File: src/rtl/booth_mult_seq_pkg.sv
// -----------------------------------------------------------------------------
// booth_mult_seq_pkg
//
// Shared definitions for the sequential radix-4 Booth multiplier:
//   DEFAULT_WIDTH  - default operand width used by booth_mult_seq
//   booth_code_t   - {neg, mag[1:0]} partial-product selector produced by the
//                    encoder (ZERO, PM, P2M, NM, N2M)
//   state_t        - FSM state encoding (IDLE, CALC)
//   booth_decode() - maps a 3-bit Booth window onto a booth_code_t
// -----------------------------------------------------------------------------
package booth_mult_seq_pkg;

    localparam int DEFAULT_WIDTH = 8;

    // Bit 2 is the negate flag, bits 1:0 the magnitude (0, 1 or 2 times M).
    typedef enum logic [2:0] {
        ZERO = 3'b000,
        PM   = 3'b001,
        P2M  = 3'b010,
        NM   = 3'b101,
        N2M  = 3'b110
    } booth_code_t;

    typedef enum logic {
        IDLE = 1'b0,
        CALC = 1'b1
    } state_t;

    // Window {q[2i+1], q[2i], q[2i-1]} has weight -2*q[2i+1] + q[2i] + q[2i-1].
    function automatic booth_code_t booth_decode(input logic [2:0] window);
        booth_code_t code;
        case (window)
            3'b001, 3'b010: code = PM;
            3'b011:         code = P2M;
            3'b100:         code = N2M;
            3'b101, 3'b110: code = NM;
            default:        code = ZERO;
        endcase
        return code;
    endfunction

endpackage

File: src/rtl/booth_mult_seq_encoder.sv
// -----------------------------------------------------------------------------
// booth_encoder
//
// Purely combinational radix-4 Booth window decoder.
// Ports:
//   window - input  [2:0] : {q[2i+1], q[2i], q[2i-1]}
//   code   - output booth_code_t : {neg, mag[1:0]} selector for the partial
//                                  product (ZERO, PM, P2M, NM, N2M)
// -----------------------------------------------------------------------------
module booth_encoder
    import booth_mult_seq_pkg::*;
(
    input  logic [2:0]  window,
    output booth_code_t code
);

    // The decode table lives in the package so every user sees the same mapping.
    always_comb begin
        code = booth_decode(window);
    end

endmodule

File: src/rtl/booth_mult_seq.sv
// -----------------------------------------------------------------------------
// booth_mult_seq
//
// Sequential signed multiplier using radix-4 Booth recoding. One Booth digit
// is retired per clock, so a WIDTH x WIDTH multiply takes WIDTH/2 cycles after
// the start-accept edge.
//
// Parameters:
//   WIDTH        - operand width; even and >= 4 (default DEFAULT_WIDTH = 8)
// Ports:
//   clk          - input            : clock, rising-edge active
//   rst_n        - input            : asynchronous active-low reset
//   start        - input            : begin a multiply (honoured only in IDLE)
//   multiplicand - input  [WIDTH-1:0]   : signed M
//   multiplier   - input  [WIDTH-1:0]   : signed Q
//   busy         - output           : high while in CALC
//   done         - output           : one-cycle completion pulse
//   product      - output [2*WIDTH-1:0] : signed M*Q, held until next completion
//
// Build option:
//   BOOTH_EARLY_TERM_EN - when defined, the operation finishes at the first step
//                         after which every remaining Booth digit is zero
//                         (latency 1..WIDTH/2). When undefined the latency is
//                         always WIDTH/2. Products are identical either way.
// -----------------------------------------------------------------------------
module booth_mult_seq
    import booth_mult_seq_pkg::*;
#(
    parameter int WIDTH = DEFAULT_WIDTH
) (
    input  logic                 clk,
    input  logic                 rst_n,
    input  logic                 start,
    input  logic [WIDTH-1:0]     multiplicand,
    input  logic [WIDTH-1:0]     multiplier,
    output logic                 busy,
    output logic                 done,
    output logic [2*WIDTH-1:0]   product
);

    localparam int STEPS = WIDTH / 2;
    localparam int IW    = (STEPS > 1) ? $clog2(STEPS) : 1;
    localparam logic [IW-1:0] LAST_STEP = IW'(STEPS - 1);

    state_t               state;
    logic [WIDTH-1:0]     m_reg;
    logic [WIDTH:0]       q_reg;
    logic [2*WIDTH-1:0]   acc;
    logic [IW-1:0]        step;

    booth_code_t          code;
    logic [WIDTH+1:0]     m_ext;
    logic [WIDTH+1:0]     pp;
    logic [2*WIDTH-1:0]   pp_wide;
    logic [2*WIDTH-1:0]   acc_next;
    logic [IW:0]          shamt;
    logic                 early_done;
    logic                 last_step;

    // q_reg holds {Q,0} shifted right arithmetically by two per step, so the
    // current Booth window is always its three LSBs.
    booth_encoder u_encoder (
        .window (q_reg[2:0]),
        .code   (code)
    );

    // Build the partial product for this step and add it, weighted by 4^step,
    // into the accumulator. WIDTH+2 bits are enough to hold +/-2M, including
    // -2 * -2^(WIDTH-1).
    always_comb begin
        m_ext = {{2{m_reg[WIDTH-1]}}, m_reg};
        case (code[1:0])
            2'b01:   pp = m_ext;
            2'b10:   pp = m_ext << 1;
            default: pp = '0;
        endcase
        if (code[2]) begin
            pp = -pp;
        end
        shamt    = {step, 1'b0};
        pp_wide  = {{(WIDTH-2){pp[WIDTH+1]}}, pp};
        acc_next = acc + (pp_wide << shamt);
    end

    // q_reg[WIDTH:2] are the multiplier bits from the top of the current window
    // upward (with sign fill). If they are uniform, every later window decodes
    // to ZERO and this step may finish the operation.
`ifdef BOOTH_EARLY_TERM_EN
    assign early_done = (q_reg[WIDTH:2] == '0) || (q_reg[WIDTH:2] == '1);
`else
    assign early_done = 1'b0;
`endif

    assign last_step = (step == LAST_STEP) || early_done;

    // Control FSM plus datapath registers. done defaults low every edge so it
    // only pulses on the completing step; because that step also returns to
    // IDLE, a start held high is accepted on the very next edge.
    always_ff @(posedge clk or negedge rst_n) begin
        if (!rst_n) begin
            state   <= IDLE;
            busy    <= 1'b0;
            done    <= 1'b0;
            product <= '0;
            acc     <= '0;
            step    <= '0;
            m_reg   <= '0;
            q_reg   <= '0;
        end else begin
            done <= 1'b0;
            case (state)
                IDLE: begin
                    if (start) begin
                        m_reg <= multiplicand;
                        q_reg <= {multiplier, 1'b0};
                        acc   <= '0;
                        step  <= '0;
                        busy  <= 1'b1;
                        state <= CALC;
                    end
                end
                CALC: begin
                    acc <= acc_next;
                    if (last_step) begin
                        product <= acc_next;
                        done    <= 1'b1;
                        busy    <= 1'b0;
                        state   <= IDLE;
                    end else begin
                        step  <= step + IW'(1);
                        q_reg <= {{2{q_reg[WIDTH]}}, q_reg[WIDTH:2]};
                    end
                end
                default: begin
                    busy  <= 1'b0;
                    state <= IDLE;
                end
            endcase
        end
    end

endmodule

File: config.mk
export PLATFORM = sky130hd
export DESIGN_NAME = booth_mult_seq
export DESIGN_NICKNAME = d
export VERILOG_FILES = /design/src/rtl/booth_mult_seq_pkg.sv /design/src/rtl/booth_mult_seq_encoder.sv /design/src/rtl/booth_mult_seq.sv
export SDC_FILE = /design/constraint.sdc
export NUM_CORES = 1
export LEC_CHECK = 0
export CAP_MARGIN = 20
export CORE_UTILIZATION = 40
export CTS_BUF_LIST = sky130_fd_sc_hd__clkbuf_2
export DETAILED_ROUTE_END_ITERATION = 10
export PLACE_DENSITY = 0.72
export RECOVER_POWER = 25
export SLEW_MARGIN = 20
export SYNTH_ARGS = -nofsm -noshare
export SYNTH_HDL_FRONTEND = slang
export SYNTH_SLANG_ARGS = --single-unit
File: constraint.sdc
create_clock -name clk -period 10.65 [get_ports clk]
set_input_delay 2.13 -clock clk [delete_from_list [all_inputs] [get_ports clk]]
set_output_delay 2.13 -clock clk [all_outputs]
set_load 0.02 [all_outputs]
# ---- Word level (Yosys, flattened, before mapping)
# Cells that the tools add are included.
dict set report word_totals {
  register_bits 54
  latch_bits 0
  ram_bits 0
  romBits 0
  input_bits 19
  output_inout_bits 18
  elab_cells 52
  n_memories 0
}
dict set report classes {
  addsub 3
  n_mul 0
  div_mod_pow 0
  n_lt_le_gt_ge 0
  n_eq_ne 12
  n_shift 1
  mux 19
  bitwise_logic 1
  reduce_logical 7
}
# cell n
set op_table {}
lappend op_table {{$pmux W16 S2} 1}
lappend op_table {{$pmux W10 S2} 1}
lappend op_table {{$pmux W9 S2} 1}
lappend op_table {{$add A16 B16 Y16} 1}
lappend op_table {{$mux W16} 1}
lappend op_table {{$shl A16 B3 Y16} 1}
lappend op_table {{$pmux W3 S4} 1}
lappend op_table {{$mux W10} 1}
lappend op_table {{$neg A10 Y10} 1}
lappend op_table {{$reduce_and A2 Y1} 5}
lappend op_table {{$eq A3 B3 Y1 const B} 3}
lappend op_table {{$mux W9} 1}
lappend op_table {{$mux W8} 1}
lappend op_table {{$eq A3 B2 Y1 const B} 2}
lappend op_table {{$mux W1} 6}
lappend op_table {{$eq A2 B2 Y1 const B} 2}
lappend op_table {{$mux W2} 2}
lappend op_table {{$ne A2 B2 Y1 const B} 2}
lappend op_table {{$pmux W1 S2} 2}
lappend op_table {{$pmux W2 S2} 1}
lappend op_table {{$reduce_or A2 Y1} 2}
lappend op_table {{$eq A3 B1 Y1 const B} 1}
lappend op_table {{$add A2 B1 Y2 const B} 1}
lappend op_table {{$eq A2 B1 Y1 const B} 1}
lappend op_table {{other kinds (2)} 2}

# ---- Logic depth before layout (Yosys ltp)
# Gate-level depths: netlist of the first run.
dict set report depth {
  depth_word 10
  ltp_mapped 23
  depth_no_buf 22
}

# ---- Hierarchy
# From an unflattened synthesis of the first run, not the netlist that was laid out.
dict set report hier_totals {
  cells_unflattened 352
  hier_area_um2 3472.1
}
# mod n_inst cells_per_inst area_per_inst_um2 seq_area_each_um2
set modules_own_cells {}
lappend modules_own_cells {booth_mult_seq 1 347 3439.5 1351.3}
lappend modules_own_cells {booth_encoder 1 5 32.5 0.0}

# ---- Least setup slack after synthesis of the first run
# No wires, ideal clock.
dict set report synth_path {
  kind {reg-to-reg}
  startpoint {reg q_reg[1]}
  endpoint {reg product[14]}
  setup_time_ns 0.125
  arrival_time_ns 4.316
  required_time_ns 10.525
  setup_slack_ns 6.209
  stages_incl_launch_ff 22
  n_path_buf 1
  synth_period_minus_slack_ns 4.441
  cell_sequence {dfrtp_1 nand2_1 o21a_1 inv_1 ha_1 clkbuf_1 nand3b_1 ha_1 o21ai_0 or2_2 nor3_1 or3_1 a22oi_1 mux2_2 ha_1 a21o_1 a21o_1 a21o_1 or4_1 a31oi_1 xnor2_1 mux2_4}
}
dict set report synth_between {
  elab_chain_len 9
  word_cells_on_any_way 16
  classes_between {2 x add/sub; 8 x eq/ne; 1 x shift; 3 x mux; 2 x reduce/logical}
}
# element line
set synth_lines {}
lappend synth_lines {{start: declaration} booth_mult_seq.sv:47} ;# logic [WIDTH:0] q_reg;
lappend synth_lines {{start signal: assignment} booth_mult_seq.sv:115} ;# q_reg <= {multiplier, 1'b0};
lappend synth_lines {{start signal: assignment} booth_mult_seq.sv:131} ;# q_reg <= {{2{q_reg[WIDTH]}}, q_reg[WIDTH:2]};
lappend synth_lines {{$eq A3 B3 Y1, or another cell as far along} booth_mult_seq_pkg.sv:32} ;# case (window)
lappend synth_lines {{$reduce_or A2 Y1} booth_mult_seq_pkg.sv:32}
lappend synth_lines {{$pmux W3 S4 (*)} booth_mult_seq_pkg.sv:32}
lappend synth_lines {{$eq A2 B2 Y1 / $eq A2 B1 Y1 (equally long branches)} booth_mult_seq.sv:72} ;# case (code[1:0])
lappend synth_lines {{$pmux W10 S2} booth_mult_seq.sv:72}
lappend synth_lines {{$neg A10 Y10} booth_mult_seq.sv:78} ;# pp = -pp;
lappend synth_lines {{$mux W10 (*)} booth_mult_seq.sv:77} ;# if (code[2]) begin
lappend synth_lines {{$shl A16 B3 Y16 (*)} booth_mult_seq.sv:82} ;# acc_next = acc + (pp_wide << shamt);
lappend synth_lines {{$add A16 B16 Y16 (*)} booth_mult_seq.sv:82}
lappend synth_lines {{end signal: assignment} booth_mult_seq.sv:125} ;# product <= acc_next;
lappend synth_lines {{end: declaration} booth_mult_seq.sv:38} ;# output logic [2*WIDTH-1:0] product
# Mark *: on every way between the ends. The rest lies on a longest branch, timed or not.
# A chain may end at the register's enable or synchronous reset.

# ---- Final worst setup path of the first run
dict set report layout_path {
  startpoint {reg q_reg[1]}
  endpoint {reg product[15]}
}
# The elaborated chain is that of the path after synthesis.

==> results of run 1 <==
## per-stage QoR
step	cells	hold WS, ns	instance area [sq um]	utilization (%)	setup slack, ns
after global placement	494	0.461	3910	47.1	5.95
after global routing	501	0.551	3940	47.5	5.27
after floorplan	369	0.450	3470	-	6.21
after CTS	501	0.527	3950	47.5	5.77
after detailed placement	494	0.471	3910	47.1	5.80
final	501	0.518	3940	47.5	5.68
## Yosys cell counts (all sizes together) (4+ instances only)
cell type	instances	area share (%)
clkbuf	12	1.3
inv	12	1.3
ha	19	6.8
a21oi	24	3.6
a21o	7	1.5
nor3	6	0.86
o21ai	33	4.8
nand3	4	0.58
mux2	22	7.2
nor2	28	3.0
dfrtp	54	39
buf	6	0.76
xnor2	12	3.0
a22o	13	3.3
xor2	8	2.0
nand2	35	3.8
a22oi	9	1.9
mux2i	14	4.0
## cell families after synthesis
group / Yosys count
buffers and inverters: 30
AND/OR/NAND/NOR: 96
AO/OA/AOI/OAI: 113
adder cells (fa/ha/maj): 20
XOR/XNOR: 20
multiplexers: 36
flip-flops: 54
## worst paths after layout
path,depth (start not counted),to
max reg2reg,20,product[15]
min in group asynchronous,2,done
min reg2reg,2,product[7]
min,2,product[7]
max,20,product[15]
max in group asynchronous,2,m_reg[2]
## critical path, cell delays in order, from the launching register on
cell and delay, ns:
dfrtp_1 0.48, nand2_1 0.12, o21a_1 0.14, inv_1 0.05, ha_1 0.51, nand3b_1 0.23, ha_1 0.27, o21ai_0 0.20
or2_2 0.37, a31o_2 0.25, a211oi_1 0.33, nor2_1 0.07, a21o_1 0.19, ha_1 0.35, a21oi_1 0.25, a21boi_0 0.29
o21ba_2 0.16, a21oi_1 0.04, xor2_1 0.30, xnor2_1 0.17, o21ai_0 0.09
## cell type report
| type | instances | area (sq um) | share of cell area, % |
|---|---|---|---|
| sequential | 54 | 1350 | 34.3 |
| inverter | 12 | 45.0 | 1.14 |
| timing repair buffer | 38 | 367 | 9.30 |
| multi-input combinational | 285 | 2010 | 51.0 |
| tap | 105 | 131 | 3.33 |
| clock buffer | 5 | 25.0 | 0.635 |
| clock inverter | 2 | 15.0 | 0.381 |
## routing by layer
metal	global-route usage (%)	vias up	wire length [um]
met1	23.3	1338	3530
met3	2.79	11	356
met2	28.6	73	3520
li1	-	1397	-
met5	0	-	0
met4	5.30	0	84
==> metrics.md, run 1 <==
| Metric | Value |
|---|---|
| Status | `complete, but fails checks` |
| Failing checks | `capacitance limit, slew limit` |
| Post-Syn Area per Cell | `about 9.4 sq um` |
| Vias | `2,819` |
| Critical-path maximum fanout | `14` |
| Adder-Cell Fraction of Synth Area | `approximately 7.4%` |
| Cell count after synthesis | `369` |
| Most frequent cells in the layout | `dfrtp_1 (54), nand2_1 (35), clkdlybuf4s50_1 (35)` |
| Clock Path Buffers | `2` |
| Fin nets | `between 400 and 500` |
| Post-DP HPWL | `5.52 mm` |
| Critical Path Start | `q_reg[1]` |
| Post-Route WL | `7.49 mm` |
| Synth Area in XOR/XNOR | `5.04%` |
| Clk_lat worst skew | `0.46 ns` |
| Share of cells above drive strength 1 | `10.4%` |
| DR pass1 iterations | `4` |
| Hold WC Path Type | `reg -> reg` |
| DRC viols | `0` |
| Crit end category | `flip-flop` |
| Root Buffer | `clkbuf_2` |
| Num Clock Sinks | `54` |
| Number of I/O pins | `37` |
| Syn_nets | `408` |
| Post-synth EDFFs | `0` |
| Post-CTS setup buffer count | `0` |
| Hold Startpoint | `product[7]` |
| Antenna viol nets, final | `0` |
| Startpoint type of the worst setup path | `flip-flop` |
| Count of cell types in the netlist | `roughly 50` |
| Simple-gate area share of the yosys netlist | `12.8%` |
| Main synth FF type | `dfrtp_1` |
| Antenna violations before repair | `0` |
| Initial DRC count | `127` |
| MaxCap Viol Count | `1` |
| Required @ worst endpoint | `10.99 ns` |
| Largest net degree at the start of global routing | `55` |
| N_diodes | `0` |
| CORE AREA | `0.00830 sq mm` |
| Hold Buf Count CTS | `0` |
| Die X | `95.2 um` |
| Post-CTS sizing | `0` |
| RD Place Congestion | `0.895` |
| Placement Rows | `33` |
| Skew final | `between 0.03 and 0.04 ns` |
| Port bufs | `36` |
| Peak Freq | `between 0.2 and 0.25 GHz` |
| Complex-gate fraction of the synthesized area | `approximately a fifth` |
| Crit share post-route | `between 40 and 50%` |
| H-Tree Depth | `2` |
| Post-route minimum period | `4.97 ns` |
| CTS Buf Count | `5` |
| Fin Setup TNS | `0 ns` |
| Slew @ Worst Pin | `between 2 and 3 ns` |
| CTS clk-pin slew, worst paths | `between 0.2 and 0.3 ns` |
| Commonest non-fill, non-tap cell in the layout | `dfrtp_1` |
| Gr ovfl total | `0` |
| Worst slew margin | `-87.8%` |
| Mux cell area share after synthesis | `11.3%` |
| Cell area after synthesis | `0.00347 sq mm` |
| Die height | `~95 um` |
| Area grow syn2layout | `13.5%` |
| Largest family of logic cells by synthesized area | `compound AO/OA/AOI/OAI gates` |
| Post-synth ARST share | `100%` |
| Worst Setup Path Type | `reg -> reg` |
| Seq cells post-synth | `between 50 and 60` |
| Fillers | `825` |
| Arr. time, crit path | `5.31 ns` |
| CTS tree | `done` |
| RSZ-0062 raised after global routing | `false` |
| R2r setup slk | `5.68 ns` |
| Vias in the first global route | `roughly 2,700` |
| Post-synthesis sequential area ratio | `38.9%` |
| Reg2reg start | `q_reg[1]` |
| Initial core utilization | `41.9%` |
| Hold Vio Cnt, Final | `0` |
| Average wire per standard cell | `15.0 um` |
| GRT Resource Usage Total | `17.4%` |
| Die area | `0.00906 sq mm` |
| Final Max Slew Viols | `55` |
| Finish-stage setup viols | `0` |
| Syn. warnings | `0` |
| Vias/cell | `approximately 5.6` |
| Wire length of the first global-routing pass | `12.4 mm` |
Power of run 1 is left out: the tool's default activity adds up to more than one toggle a clock period on the data nets, which glitch-free logic cannot reach.
==> run 2, diff against run 1 <==
==> constraint.sdc (replaced) <==
create_clock -name clk -period 4.9 [get_ports clk]
set_input_delay 0.98 -clock clk [delete_from_list [all_inputs] [get_ports clk]]
set_output_delay 0.98 -clock clk [all_outputs]
set_load 0.02 [all_outputs]
==> run 2 against run 1 <==
- the run still ends with capacitance limit, slew limit left
- maximum frequency increased by 7.8%
- critical path depth is 2 lower
- design area is 2.8% higher
- routed wire length increased by 0.13%
- non-clock buffer count up 5
- worst hold slack improved by 0.0041 ns
- sequential share of layout area fell by 0.93 points
==> metrics.md, run 2 (synthesis results as in run 1) <==
| Metric | Value |
|---|---|
| Fin Setup TNS | `0 ns (unchanged)` |
| CORE AREA | `0.00830 sq mm (unchanged)` |
| R2r setup slk | `0.29 ns (-5.39 ns)` |
| Share of cells above drive strength 1 | `13.7% (+3.3 points)` |
| Cells on worst reg2reg path | `18 (-10%)` |
| Crit share post-route | `94.1% (+47 points)` |
| H-Tree Depth | `2 (unchanged)` |
| Hold WC Path Type | `reg -> reg` |
| Reg2reg start | `q_reg[1]` |
| Slew @ Worst Pin | `2.84 ns (+0.0252 ns)` |
| CTS clk-pin slew, worst paths | `0.28 ns (+0.02 ns)` |
| Status | `complete, but fails checks` |
| Initial core utilization | `41.9% (unchanged)` |
| Port bufs | `36 (unchanged)` |
| Skew final | `0.0201 ns (-0.0178 ns)` |
| Placement Rows | `33 (unchanged)` |
| Num Clock Sinks | `54 (unchanged)` |
| Worst Hold Depth | `2 (unchanged)` |
| Initial DRC count | `204 (+61%)` |
| Failing checks | `capacitance limit, slew limit` |
| Hold EP | `product[2]` |
| Fillers | `786 (-4.7%)` |
| Die height | `95.2 um (unchanged)` |
| Most frequent cells in the layout | `dfrtp_1 (54), nand2_1 (35), clkdlybuf4s50_1 (35)` |
| Peak Freq | `0.217 GHz (+7.8%)` |
| Post-route minimum period | `4.61 ns (-0.359 ns)` |
| Final Max Slew Viols | `55 (unchanged)` |
| RD Place Congestion | `0.912 (+2.0%)` |
| Fin nets | `440 (+1.1%)` |
| Final core utilization | `48.8% (+1.3 points)` |
| Post-DP HPWL | `5.50 mm (-0.26%)` |
| Antenna viol nets, final | `0 (unchanged)` |
| Arr. time, crit path | `4.99 ns (-0.32 ns)` |
| Vias/cell | `5.62 (-0.17%)` |
| GRT Resource Usage Total | `17.7% (+0.36 points)` |
| DR pass1 iterations | `4 (unchanged)` |
| Hold Buf Count CTS | `0 (unchanged)` |
| Worst slew margin | `-89.5% (-1.7 points)` |
| Area grow syn2layout | `16.7%` |
| CTS Buf Count | `5 (unchanged)` |
| Clk_lat worst skew | `0.46 ns (about the same)` |
| Clock Path Buffers | `2 (unchanged)` |
| Vias | `2,848 (+1.0%)` |
| Dpl ws | `0.0905 ns (-5.71 ns)` |
| Required @ worst endpoint | `5.28 ns (-5.71 ns)` |
| Crit end category | `flip-flop` |
| Worst Setup Path Type | `reg -> reg` |
| DRC viols | `0 (unchanged)` |
| Post-Route WL | `7.50 mm (+0.13%)` |
| MaxCap Viol Count | `1 (unchanged)` |
| RSZ-0062 raised after global routing | `false` |
| Startpoint type of the worst setup path | `flip-flop` |
| Hold Vio Cnt, Final | `0 (unchanged)` |
| Wire length of the first global-routing pass | `12.7 mm (+2.0%)` |
| Critical-path maximum fanout | `14 (unchanged)` |
| Die area | `0.00906 sq mm (unchanged)` |
| RR Endpoint | `product[14]` |
| Antenna violations before repair | `0 (unchanged)` |
| Register Area | `0.00135 sq mm (unchanged)` |
| Die X | `95.2 um (unchanged)` |
| Commonest non-fill, non-tap cell in the layout | `dfrtp_1` |
| Hold Startpoint | `product[2]` |
| Multi-input gate area | `0.00205 sq mm (+2.2%)` |
| CTS tree | `done` |
| Vias in the first global route | `2,678 (-2.0%)` |
| Finish-stage setup viols | `0 (unchanged)` |
| Number of I/O pins | `37 (unchanged)` |
| Largest net degree at the start of global routing | `55 (unchanged)` |
| Average wire per standard cell | `14.8 um (-1.1%)` |
| Fin worst setup slack | `0.290 ns (-5.39 ns)` |
| Gr ovfl total | `0 (unchanged)` |
| N_diodes | `0 (unchanged)` |
| Root Buffer | `clkbuf_2` |
[run 2: cell types whose count changed in the layout (fill, tap and decap cells not counted), sizes merged]
cell / previous run / this run
bufinv: 0 / 1
clkinvlp: 2 / 1
clkbuf: 6 / 7
buf: 2 / 7
[run 2: worst max-delay path by stage]
stage,startpoint,endpoint,slack [ns]
after detailed placement,q_reg[1],product[14],0.09
final,q_reg[1],product[14],0.29
after CTS,q_reg[0],product[14],0.01
after global routing,q_reg[0],product[14],0.002
after floorplan,q_reg[1],product[14],0.46
after global placement,q_reg[1],product[14],0.21
[run 2: area by class of cell]
| cell class | count | area share [%] |
|---|---|---|
| Multi-Input combinational cell | 285 | 50.7 |
| Tap cell | 105 | 3.24 |
| Inverter | 12 | 1.11 |
| Clock inverter | 2 | 0.926 |
| Sequential cell | 54 | 33.3 |
| Timing Repair Buffer | 43 | 9.97 |
| Clock buffer | 6 | 0.741 |
[run 2: per-stage QoR]
stage / area [sq um] / std cells / hold WS, ns
2_1_floorplan: 3470 / 369 / 0.450
3_3_place_gp: 3930 / 497 / 0.461
3_5_place_dp: 3930 / 497 / 0.471
4_1_cts: 4000 / 505 / 0.525
5_1_grt: 4050 / 507 / 0.548
6_report: 4050 / 507 / 0.522
[run 2: per-layer routing]
layer	track usage (%)	up-vias	share of wire, %
li1	-	1405	-
met1	24.9	1363	49
met2	28.2	72	46
met3	2.79	8	3.9
met4	4.92	0	1.1
met5	0	-	0
[run 2: repair_timing]
item	in CTS	in global routing
endpoints found under the hold margin	0	0
buffers inserted	0	2
endpoints found under the setup margin	0	14
resized for setup	0	15
[run 2: worst max-delay path, stage by stage (launching register included)]
cell	delay [ns]
dfrtp_1	0.49
nand2_1	0.10
o21a_1	0.20
inv_1	0.09
ha_4	0.24
o21ba_2	0.26
a21boi_0	0.40
o31ai_1	0.13
xnor2_1	0.33
mux2i_1	0.17
mux2i_1	0.17
ha_1	0.31
a21o_1	0.20
a21o_1	0.17
a21o_1	0.18
or4_1	0.47
a31oi_1	0.22
xnor2_1	0.12
mux2_4	0.27
Power of run 2 is left out for the same reason.
==> run 3, diff against run 2 <==
--- a/config.mk
+++ b/config.mk
@@ -8,6 +8,7 @@
 export CAP_MARGIN = 20
 export CORE_UTILIZATION = 40
 export CTS_BUF_LIST = sky130_fd_sc_hd__clkbuf_2
+export CTS_CLUSTER_SIZE = 10
 export DETAILED_ROUTE_END_ITERATION = 10
 export PLACE_DENSITY = 0.72
 export RECOVER_POWER = 25
==> results of run 3 <==
No change in the layout: final DEF, timing and power equal those of run 2.
Power of run 3 is left out for the same reason.
